**src/rtl/fb_arb_pkg.sv**
```systemverilog
// Shared types and helpers for the framebuffer port arbiter.
// Holds the RMW FSM states, the read tag format and byte-lane helpers.
package fb_arb_pkg;

    localparam int unsigned FB_AW = 16;

    typedef enum logic [2:0] {
        StIdle,
        StRd,
        StWait,
        StMerge,
        StWr,
        StDone
    } arb_state_e;

    typedef struct packed {
        logic valid;
        logic is_vga;
    } rd_tag_t;

    // Big-endian view mirrors the byte offset within the word.
    function automatic logic [1:0] lane_sel(logic [1:0] offset, logic swap);
        return swap ? (2'd3 - offset) : offset;
    endfunction

    function automatic logic [31:0] merge_byte(logic [31:0] word, logic [1:0] lane,
                                               logic [7:0] wbyte);
        logic [31:0] merged;
        merged = word;
        merged[{lane, 3'b000} +: 8] = wbyte;
        return merged;
    endfunction

endpackage

```
**src/rtl/fb_rd_tag_pipe.sv**
```systemverilog
// Tag shift register matching the RAM read latency; steers ram_q to the VGA
// port or flags it as the RMW read result when the tag reaches the end.
module fb_rd_tag_pipe
    import fb_arb_pkg::*;
#(
    parameter int unsigned RAM_RD_LAT = 2
) (
    input  logic        clk,
    input  logic        rst_n,
    input  logic        issue_valid,
    input  logic        issue_is_vga,
    input  logic [31:0] ram_q,
    output logic        vga_rvalid,
    output logic [31:0] vga_rdata,
    output logic        rmw_rvalid
);

    rd_tag_t pipe_q [RAM_RD_LAT];
    rd_tag_t tail;

    always_ff @(posedge clk or negedge rst_n) begin
        if (!rst_n) begin
            for (int unsigned i = 0; i < RAM_RD_LAT; i++) begin
                pipe_q[i] <= '0;
            end
        end else begin
            pipe_q[0].valid  <= issue_valid;
            pipe_q[0].is_vga <= issue_is_vga;
            for (int unsigned i = 1; i < RAM_RD_LAT; i++) begin
                pipe_q[i] <= pipe_q[i-1];
            end
        end
    end

    assign tail       = pipe_q[RAM_RD_LAT-1];
    assign vga_rvalid = tail.valid & tail.is_vga;
    assign vga_rdata  = vga_rvalid ? ram_q : 32'h0;
    assign rmw_rvalid = tail.valid & ~tail.is_vga;

endmodule

```
**src/rtl/fb_port_arbiter.sv**
```systemverilog
// Single-port framebuffer RAM scheduler: VGA scan-out reads vs. byte RMW write-back.
// Defining FB_PERF_CNT_EN adds saturating wr_count / stall_count output ports.
module fb_port_arbiter
    import fb_arb_pkg::*;
#(
    parameter int unsigned RAM_RD_LAT = 2,
    parameter int unsigned AW         = FB_AW
) (
    input  logic          clk,
    input  logic          rst_n,
    input  logic          vga_req,
    input  logic [AW-1:0] vga_addr,
    output logic          vga_rvalid,
    output logic [31:0]   vga_rdata,
    input  logic          wr_req,
    input  logic [AW+1:0] wr_baddr,
    input  logic [7:0]    wr_byte,
    input  logic          byte_swap,
    output logic          wr_done,
    output logic          vga_miss,
    output logic [AW-1:0] ram_addr,
    output logic [31:0]   ram_d,
    output logic          ram_we,
    input  logic [31:0]   ram_q
`ifdef FB_PERF_CNT_EN
    ,
    output logic [15:0]   wr_count,
    output logic [15:0]   stall_count
`endif
);

    arb_state_e    state_q, state_d;
    logic          pend_q, pend_d;
    logic [AW-1:0] pend_addr_q, pend_addr_d;
    logic          miss_q, miss_d;
    logic [AW-1:0] addr_q;
    logic [1:0]    lane_q;
    logic [7:0]    byte_q;
    logic [31:0]   data_q;

    logic          grant_vga, grant_wr, grant_rd;
    logic [AW-1:0] vga_gnt_addr;
    logic          rmw_rvalid;

    // Pending VGA beats everything; a committed WR beats a fresh vga_req, which then waits.
    always_comb begin
        grant_vga    = 1'b0;
        grant_wr     = 1'b0;
        grant_rd     = 1'b0;
        vga_gnt_addr = '0;
        pend_d       = 1'b0;
        pend_addr_d  = pend_addr_q;
        miss_d       = miss_q;
        if (pend_q) begin
            grant_vga    = 1'b1;
            vga_gnt_addr = pend_addr_q;
            if (vga_req) begin
                miss_d = 1'b1;
            end
        end else if (state_q == StWr) begin
            grant_wr = 1'b1;
            if (vga_req) begin
                pend_d      = 1'b1;
                pend_addr_d = vga_addr;
            end
        end else if (vga_req) begin
            grant_vga    = 1'b1;
            vga_gnt_addr = vga_addr;
        end else if (state_q == StRd) begin
            grant_rd = 1'b1;
        end
    end

    always_comb begin
        state_d = state_q;
        unique case (state_q)
            StIdle:  if (wr_req) state_d = StRd;
            StRd:    if (grant_rd) state_d = StWait;
            StWait:  if (rmw_rvalid) state_d = StMerge;
            StMerge: state_d = StWr;
            StWr:    if (grant_wr) state_d = wr_req ? StDone : StIdle;
            StDone:  if (!wr_req) state_d = StIdle;
            default: state_d = StIdle;
        endcase
    end

    always_ff @(posedge clk or negedge rst_n) begin
        if (!rst_n) begin
            state_q     <= StIdle;
            pend_q      <= 1'b0;
            pend_addr_q <= '0;
            miss_q      <= 1'b0;
            addr_q      <= '0;
            lane_q      <= 2'd0;
            byte_q      <= 8'h0;
            data_q      <= 32'h0;
        end else begin
            state_q     <= state_d;
            pend_q      <= pend_d;
            pend_addr_q <= pend_addr_d;
            miss_q      <= miss_d;
            if (state_q == StIdle && wr_req) begin
                addr_q <= wr_baddr[AW+1:2];
                lane_q <= lane_sel(wr_baddr[1:0], byte_swap);
                byte_q <= wr_byte;
            end
            if (state_q == StWait && rmw_rvalid) begin
                data_q <= ram_q;
            end else if (state_q == StMerge) begin
                data_q <= merge_byte(data_q, lane_q, byte_q);
            end
        end
    end

    fb_rd_tag_pipe #(
        .RAM_RD_LAT (RAM_RD_LAT)
    ) u_tag_pipe (
        .clk          (clk),
        .rst_n        (rst_n),
        .issue_valid  (grant_vga | grant_rd),
        .issue_is_vga (grant_vga),
        .ram_q        (ram_q),
        .vga_rvalid   (vga_rvalid),
        .vga_rdata    (vga_rdata),
        .rmw_rvalid   (rmw_rvalid)
    );

    assign ram_we   = grant_wr;
    assign ram_d    = grant_wr ? data_q : 32'h0;
    assign ram_addr = grant_vga ? vga_gnt_addr : ((grant_wr | grant_rd) ? addr_q : '0);
    assign wr_done  = (state_q == StDone);
    assign vga_miss = miss_q;

`ifdef FB_PERF_CNT_EN
    logic [15:0] wr_count_q, stall_count_q;
    logic        stall;

    assign stall = ((state_q == StRd) && !grant_rd) || ((state_q == StWr) && !grant_wr);

    always_ff @(posedge clk or negedge rst_n) begin
        if (!rst_n) begin
            wr_count_q    <= 16'h0;
            stall_count_q <= 16'h0;
        end else begin
            if (grant_wr && wr_count_q != 16'hFFFF) begin
                wr_count_q <= wr_count_q + 16'd1;
            end
            if (stall && stall_count_q != 16'hFFFF) begin
                stall_count_q <= stall_count_q + 16'd1;
            end
        end
    end

    assign wr_count    = wr_count_q;
    assign stall_count = stall_count_q;
`endif

endmodule

```
**config.mk**
```make
export PLATFORM = sky130hd
export DESIGN_NAME = fb_port_arbiter
export DESIGN_NICKNAME = d
export VERILOG_FILES = /design/src/rtl/fb_arb_pkg.sv /design/src/rtl/fb_rd_tag_pipe.sv /design/src/rtl/fb_port_arbiter.sv
export SDC_FILE = /design/constraint.sdc
export NUM_CORES = 1
export LEC_CHECK = 0
export BUFFER_PORTS_ARGS = -buffer_cell sky130_fd_sc_hd__buf_2
export CORE_MARGIN = 2
export CORE_UTILIZATION = 50
export DETAILED_ROUTE_END_ITERATION = 10
export GPL_TIMING_DRIVEN = 0
export HOLD_SLACK_MARGIN = 0.06
export PLACE_DENSITY = 0.81
export REMOVE_ABC_BUFFERS = 1
export SYNTH_ARGS = -nofsm -noshare
export SYNTH_HDL_FRONTEND = slang
export SYNTH_SLANG_ARGS = --single-unit
```
**constraint.sdc**
```tcl
create_clock -name clk -period 2.6 [get_ports clk]
set_clock_uncertainty 0.05 [all_clocks]
set_input_delay 0.26 -clock clk [delete_from_list [all_inputs] [get_ports clk]]
set_output_delay 0.26 -clock clk [all_outputs]
set_load 0.1 [all_outputs]
```
# After elaboration in Yosys (flattened, before gate mapping)
# Index checks and enable logic that the tools add are counted.
classes:
  shift: 2
  n_mux: 29
  n_addsub: 2
  n_bitwise: 6
  n_eq_ne: 10
  reduce_logical: 7
ops:
  columns: ["cell", "n"]
  rows:
  - ["$mux 32", 4]
  - ["$mux 16", 5]
  - ["$bwmux 32", 1]
  - ["$shift 8x7->32 const A", 1]
  - ["$shiftx 8x7->32", 1]
  - ["$mux 3", 6]
  - ["$pmux 3 s6", 1]
  - ["$mux 1", 11]
  - ["$ne 2x2->1 const B", 5]
  - ["$neg 5->7", 1]
  - ["$eq 3x2->1 const B", 2]
  - ["$eq 3x3->1 const B", 2]
  - ["$reduce_and 5->1", 1]
  - ["$eq 3x1->1 const B", 1]
  - ["$logic_not 3->1", 1]
  - ["$reduce_and 3->1", 1]
  - ["$and 1x1->1", 2]
  - ["$logic_and 1x1->1", 2]
  - ["$mux 2", 1]
  - ["$not 1->1", 2]
  - ["$or 1x1->1", 2]
  - ["$reduce_and 2->1", 1]
  - ["$reduce_bool 2->1", 1]
  - ["$sub 2x2->2 const A", 1]
word_totals:
  inputBits: 79
  register_bits: 83
  out_inout_bits: 84
  word_cells: 68

# Depth between registers and ports, before layout
logic_depth:
  word_depth: 8
  depth_mapped: 7
  ltp_nobuf: 6

# Hierarchy
# A second synthesis with hierarchy kept.
unflattened:
  cells_unflattened: 443
  area_unflattened_um2: 4573.1
by_module_without_submodules:
  columns: ["module", "instances", "cells_each", "area_per_inst_um2"]
  rows:
  - ["fb_port_arbiter", 1, 399, 4229.1]
  - ["fb_rd_tag_pipe", 1, 44, 344.1]

# Worst setup path after synthesis
# Ideal clock, no wire load.
synth_path:
  kind: "register to output"
  from: "register state_q[0]"
  to: "output wr_done"
  setup_slack_ps: -580
  arrival_ps: 2870
  path_stages_with_launch: 4
  path_buffers: 1
  required_ps: 2290
  cell_sequence: "dfrtp_1 buf_2 inv_1 nor3b_1"
synth_via:
  elab_chain_cells: 1
synth_rtl:
  columns: ["element", "line", "source"]
  rows:
  - ["start: declaration", "fb_port_arbiter.sv:32", "arb_state_e state_q, state_d;"]
  - ["start signal: assignment", "fb_port_arbiter.sv:89", "state_q <= StIdle;"]
  - ["start signal: assignment", "fb_port_arbiter.sv:98", "state_q <= state_d;"]
  - ["$eq 3x3->1", "fb_port_arbiter.sv:131", "assign wr_done = (state_q == StDone);"]
  - ["end: declaration", "fb_port_arbiter.sv:19", "output logic wr_done,"]
# Every way passes these cells.

# Final worst setup path
layout_path:
  from: "register state_q[2]"
  to: "output ram_addr[4]"
layout_via:
  elab_chain_cells: 8
  elab_cells_between_ends: 15
layout_rtl:
  columns: ["element", "line", "source"]
  rows:
  - ["$eq 3x1->1", "fb_port_arbiter.sv:69", "end else if (state_q == StRd) begin"]
  - ["$mux 1", "fb_port_arbiter.sv:69", null]
  - ["$mux 1", "fb_port_arbiter.sv:66", "end else if (vga_req) begin"]
  - ["$mux 1", "fb_port_arbiter.sv:60", "end else if (state_q == StWr) begin"]
  - ["$mux 1", "fb_port_arbiter.sv:54", "if (pend_q) begin"]
  - ["$or 1x1->1", "fb_port_arbiter.sv:130", "assign ram_addr = grant_vga ? vga_gnt_addr : ((grant_wr | grant_rd) ? addr_q : '0);"]
  - ["$mux 16", "fb_port_arbiter.sv:130", null]
  - ["$mux 16 (*)", "fb_port_arbiter.sv:130", null]
  - ["end: declaration", "fb_port_arbiter.sv:21", "output logic [AW-1:0] ram_addr,"]
# Mark *: on every way between the ends. The rest lies on a longest branch, timed or not.

==> metrics <==
status complete, no violations; Via density 5.46; Area Growth Syn to Fin 28.7%; Pwr Density 1450 nW/um2; CTS clock-pin slew for the worst setup and hold paths 0.09 ns; Max Clk Rate 400 MHz; ys flop type dfrtp_1; min Tclk post-route 2.50 ns; Slew @ Worst Pin 0.913 ns; Synth area leaders dfrtp_1 (47%), mux2_2 (10%), and2_1 (5.8%); pin count of the biggest net entering global routing 45; clk_lat worst skew 0.35 ns; Mapped Cells 429; FILL cells 711; fin nets 663; H-tree depth 3; Rel. slew slack 0.387; CORE AREA 8640 um2; Setup TNS 0 ns; worst-path cell chain or3b_1, a211oi_4, buf_12, nand2_1, nand2_1, buf_4; top cell type's share of synthesized area 0.471; IR Drop Worst-Case VDD 0.00125 V; leakage power 2.92 nW; CTS buffer count 9; initial core utilization 0.510; r2r setup slk 0.28 ns; dpl hpwl 8210 um; io pins 163; Placer Congestion 0.781; WL met2 5560 um; slowest cell delay on critical path 0.53 ns; initial antenna violation count 0; clock sinks 83; GRT overflow 0; Top Layer Used met4; Antenna Nets Post-Route 0; Post-DP Area 5280 um2; vias in the first global route 3868; Most common cell on crit path nand2_1; Cells after DPL 674; Yosys cell types 39; WL met1 4540 um; arrival time at the worst endpoint 2.19 ns; DIE HEIGHT 97.9 um; initial DRC count 276; drt total wl 11300 um; sequential cell area 2080 um2; CTS tree yes; ratio of cells with drive above 1 in the final layout 0.404; EDFF count, synth 0; CP Launch Type flop; clk buf depth 2; CP max FO 16; number of setup violations in the final report 0; Cell Rows 34; DR WL met3 1010 um; final hold violation count 0; total track usage 0.240; total power 8.21 mW; crit path buf inv count 2; Die X 97.9 um; WS Path Type flop to output pin; Remaining DRCs 0; Synth area leader dfrtp_1; multi-input logic area 2130 um2; post-synthesis async set-or-reset flop share 1.00; Cell Area, Synth 4410 um2; WP data required 2.29 ns; DIE AREA 9580 um2; fin. max-slew vios 0; WL per Instance 16.3 um; Non-Filler Instances 692; Initial DRT Pass Iterations 5; crit end category output pin; ANT cells 0; CP delay by family, top simple AND/OR/NAND/NOR gates; CP max-delay cell dfrtp_2; Avg Cell Area, Syn 10.3 um2; global-route wire length before repair 18600 um; detailed-route via count 3777; Finished Cell Area 5670 um2; register area share after synthesis 0.471; worst hold path class input port to flop; fin crit share 0.961; clock root buffer clkbuf_8; RSZ-0062 raised after global routing no; Port-buffer cells 162; #FFs+latches synth 83; maxcap violations 0; synth warn 0
-- path summary, 6_finish.rpt --
path | start | endpoint | depth (start not counted)
worst max register to register | u_tag_pipe.pipe_q[0]$_DFF_PN0_ | data_q[21]$_DFFE_PN0P_ | 5
max in group asynchronous | rst_n | pend_addr_q[15]$_DFFE_PN0P_ | 3
min in group asynchronous | rst_n | data_q[27]$_DFFE_PN0P_ | 2
worst min-delay path | wr_byte[4] | byte_q[4]$_DFFE_PN0P_ | 2
worst min register to register | u_tag_pipe.pipe_q[3]$_DFF_PN0_ | u_tag_pipe.pipe_q[1]$_DFF_PN0_ | 0
worst max-delay path | state_q[2]$_DFFE_PN0P_ | ram_addr[4] | 6
-- flip-flops by register name, indices dropped and copies added, names as in the netlist --
register           count
state_q                3
lane_q                 2
u_tag_pipe.pipe_q      4
pend_q                 1
vga_miss               1
data_q                32
pend_addr_q           16
addr_q                16
byte_q                 8
-- cells by family (layout without fill, tap and decap cells) --
kind of cell / after synthesis / count (layout) / synth area share
xor gates and xnor gates: 2 / 2 / 0.00398
AOI/OAI and AO/OA: 66 / 66 / 0.115
adders and majority gates: 4 / 4 / 0.0114
muxes: 50 / 50 / 0.125
DFF: 83 / 83 / 0.471
buffers and inverters: 49 / 204 / 0.0534
and+or+nand+nor: 175 / 175 / 0.220
-- Yosys cell counts, types with 4 or more instances --
| cell | count |
|---|---|
| nand2b_1 | 5 |
| o21ai_0 | 5 |
| and2_1 | 41 |
| buf_6 | 4 |
| a21oi_1 | 13 |
| ha_1 | 4 |
| mux2_2 | 39 |
| a21o_1 | 4 |
| dfrtp_1 | 83 |
| inv_1 | 19 |
| mux2i_1 | 10 |
| a222oi_1 | 14 |
| a22oi_1 | 16 |
| buf_2 | 8 |
| nand4b_1 | 4 |
| a31oi_1 | 8 |
| clkbuf_1 | 14 |
| nand2_1 | 52 |
| nand3b_1 | 6 |
| nor2_1 | 23 |
| and3_1 | 32 |
-- cell type report --
class | instances | area share
Clock buffer | 10 | 0.0225
Clock inverter | 5 | 0.0139
Inverter | 19 | 0.0126
Multi-Input combinational cell | 297 | 0.376
Sequential cell | 83 | 0.367
Tap cell | 108 | 0.0238
Timing Repair Buffer | 170 | 0.184
-- cells in the final DEF (no fill, tap or decap), drive strengths merged, types with 15 or more instances in the layout --
cell,Yosys,routed
a21oi,15,15
buf,16,169
a22oi,16,16
dfrtp,83,83
mux2,40,40
and2,41,41
nor2,23,23
and3,32,32
nand2,52,52
inv,19,19
-- repair_timing --
| action | CTS | global route |
|---|---|---|
| hold buffers | 1 | 0 |
| buffers inserted | 1 | 1 |
| resized for setup | 46 | 6 |
| hold endpoints to repair | 39 | 0 |
| endpoints found under the setup margin | 40 | 46 |
| pin swaps | 1 | 1 |
-- report_power, final --
part | total, mW | internal, mW | switching, mW
Sequential | 2.50 | 1.92 | 0.582
Clock | 0.989 | 0.535 | 0.454
Combinational | 4.72 | 1.33 | 3.39
-- layer usage --
| metal | global-route usage | vias up |
|---|---|---|
| li1 | - | 1813 |
| met1 | 0.291 | 1781 |
| met2 | 0.409 | 170 |
| met3 | 0.0666 | 13 |
| met4 | 0.0897 | 0 |
| met5 | 0 | - |
-- stage by stage --
step | hold slack (ns) | util | worst slack (ns)
after global routing | 0.0710 | 0.657 | 0.00588
after CTS | 0.0706 | 0.652 | 0.0270
final | 0.0866 | 0.657 | 0.102
after floorplan | -0.0856 | - | -1.29
after global placement | 0.284 | 0.601 | -1.98
after detailed placement | 0.221 | 0.611 | -0.356
(Power assumes the default switching activity.)
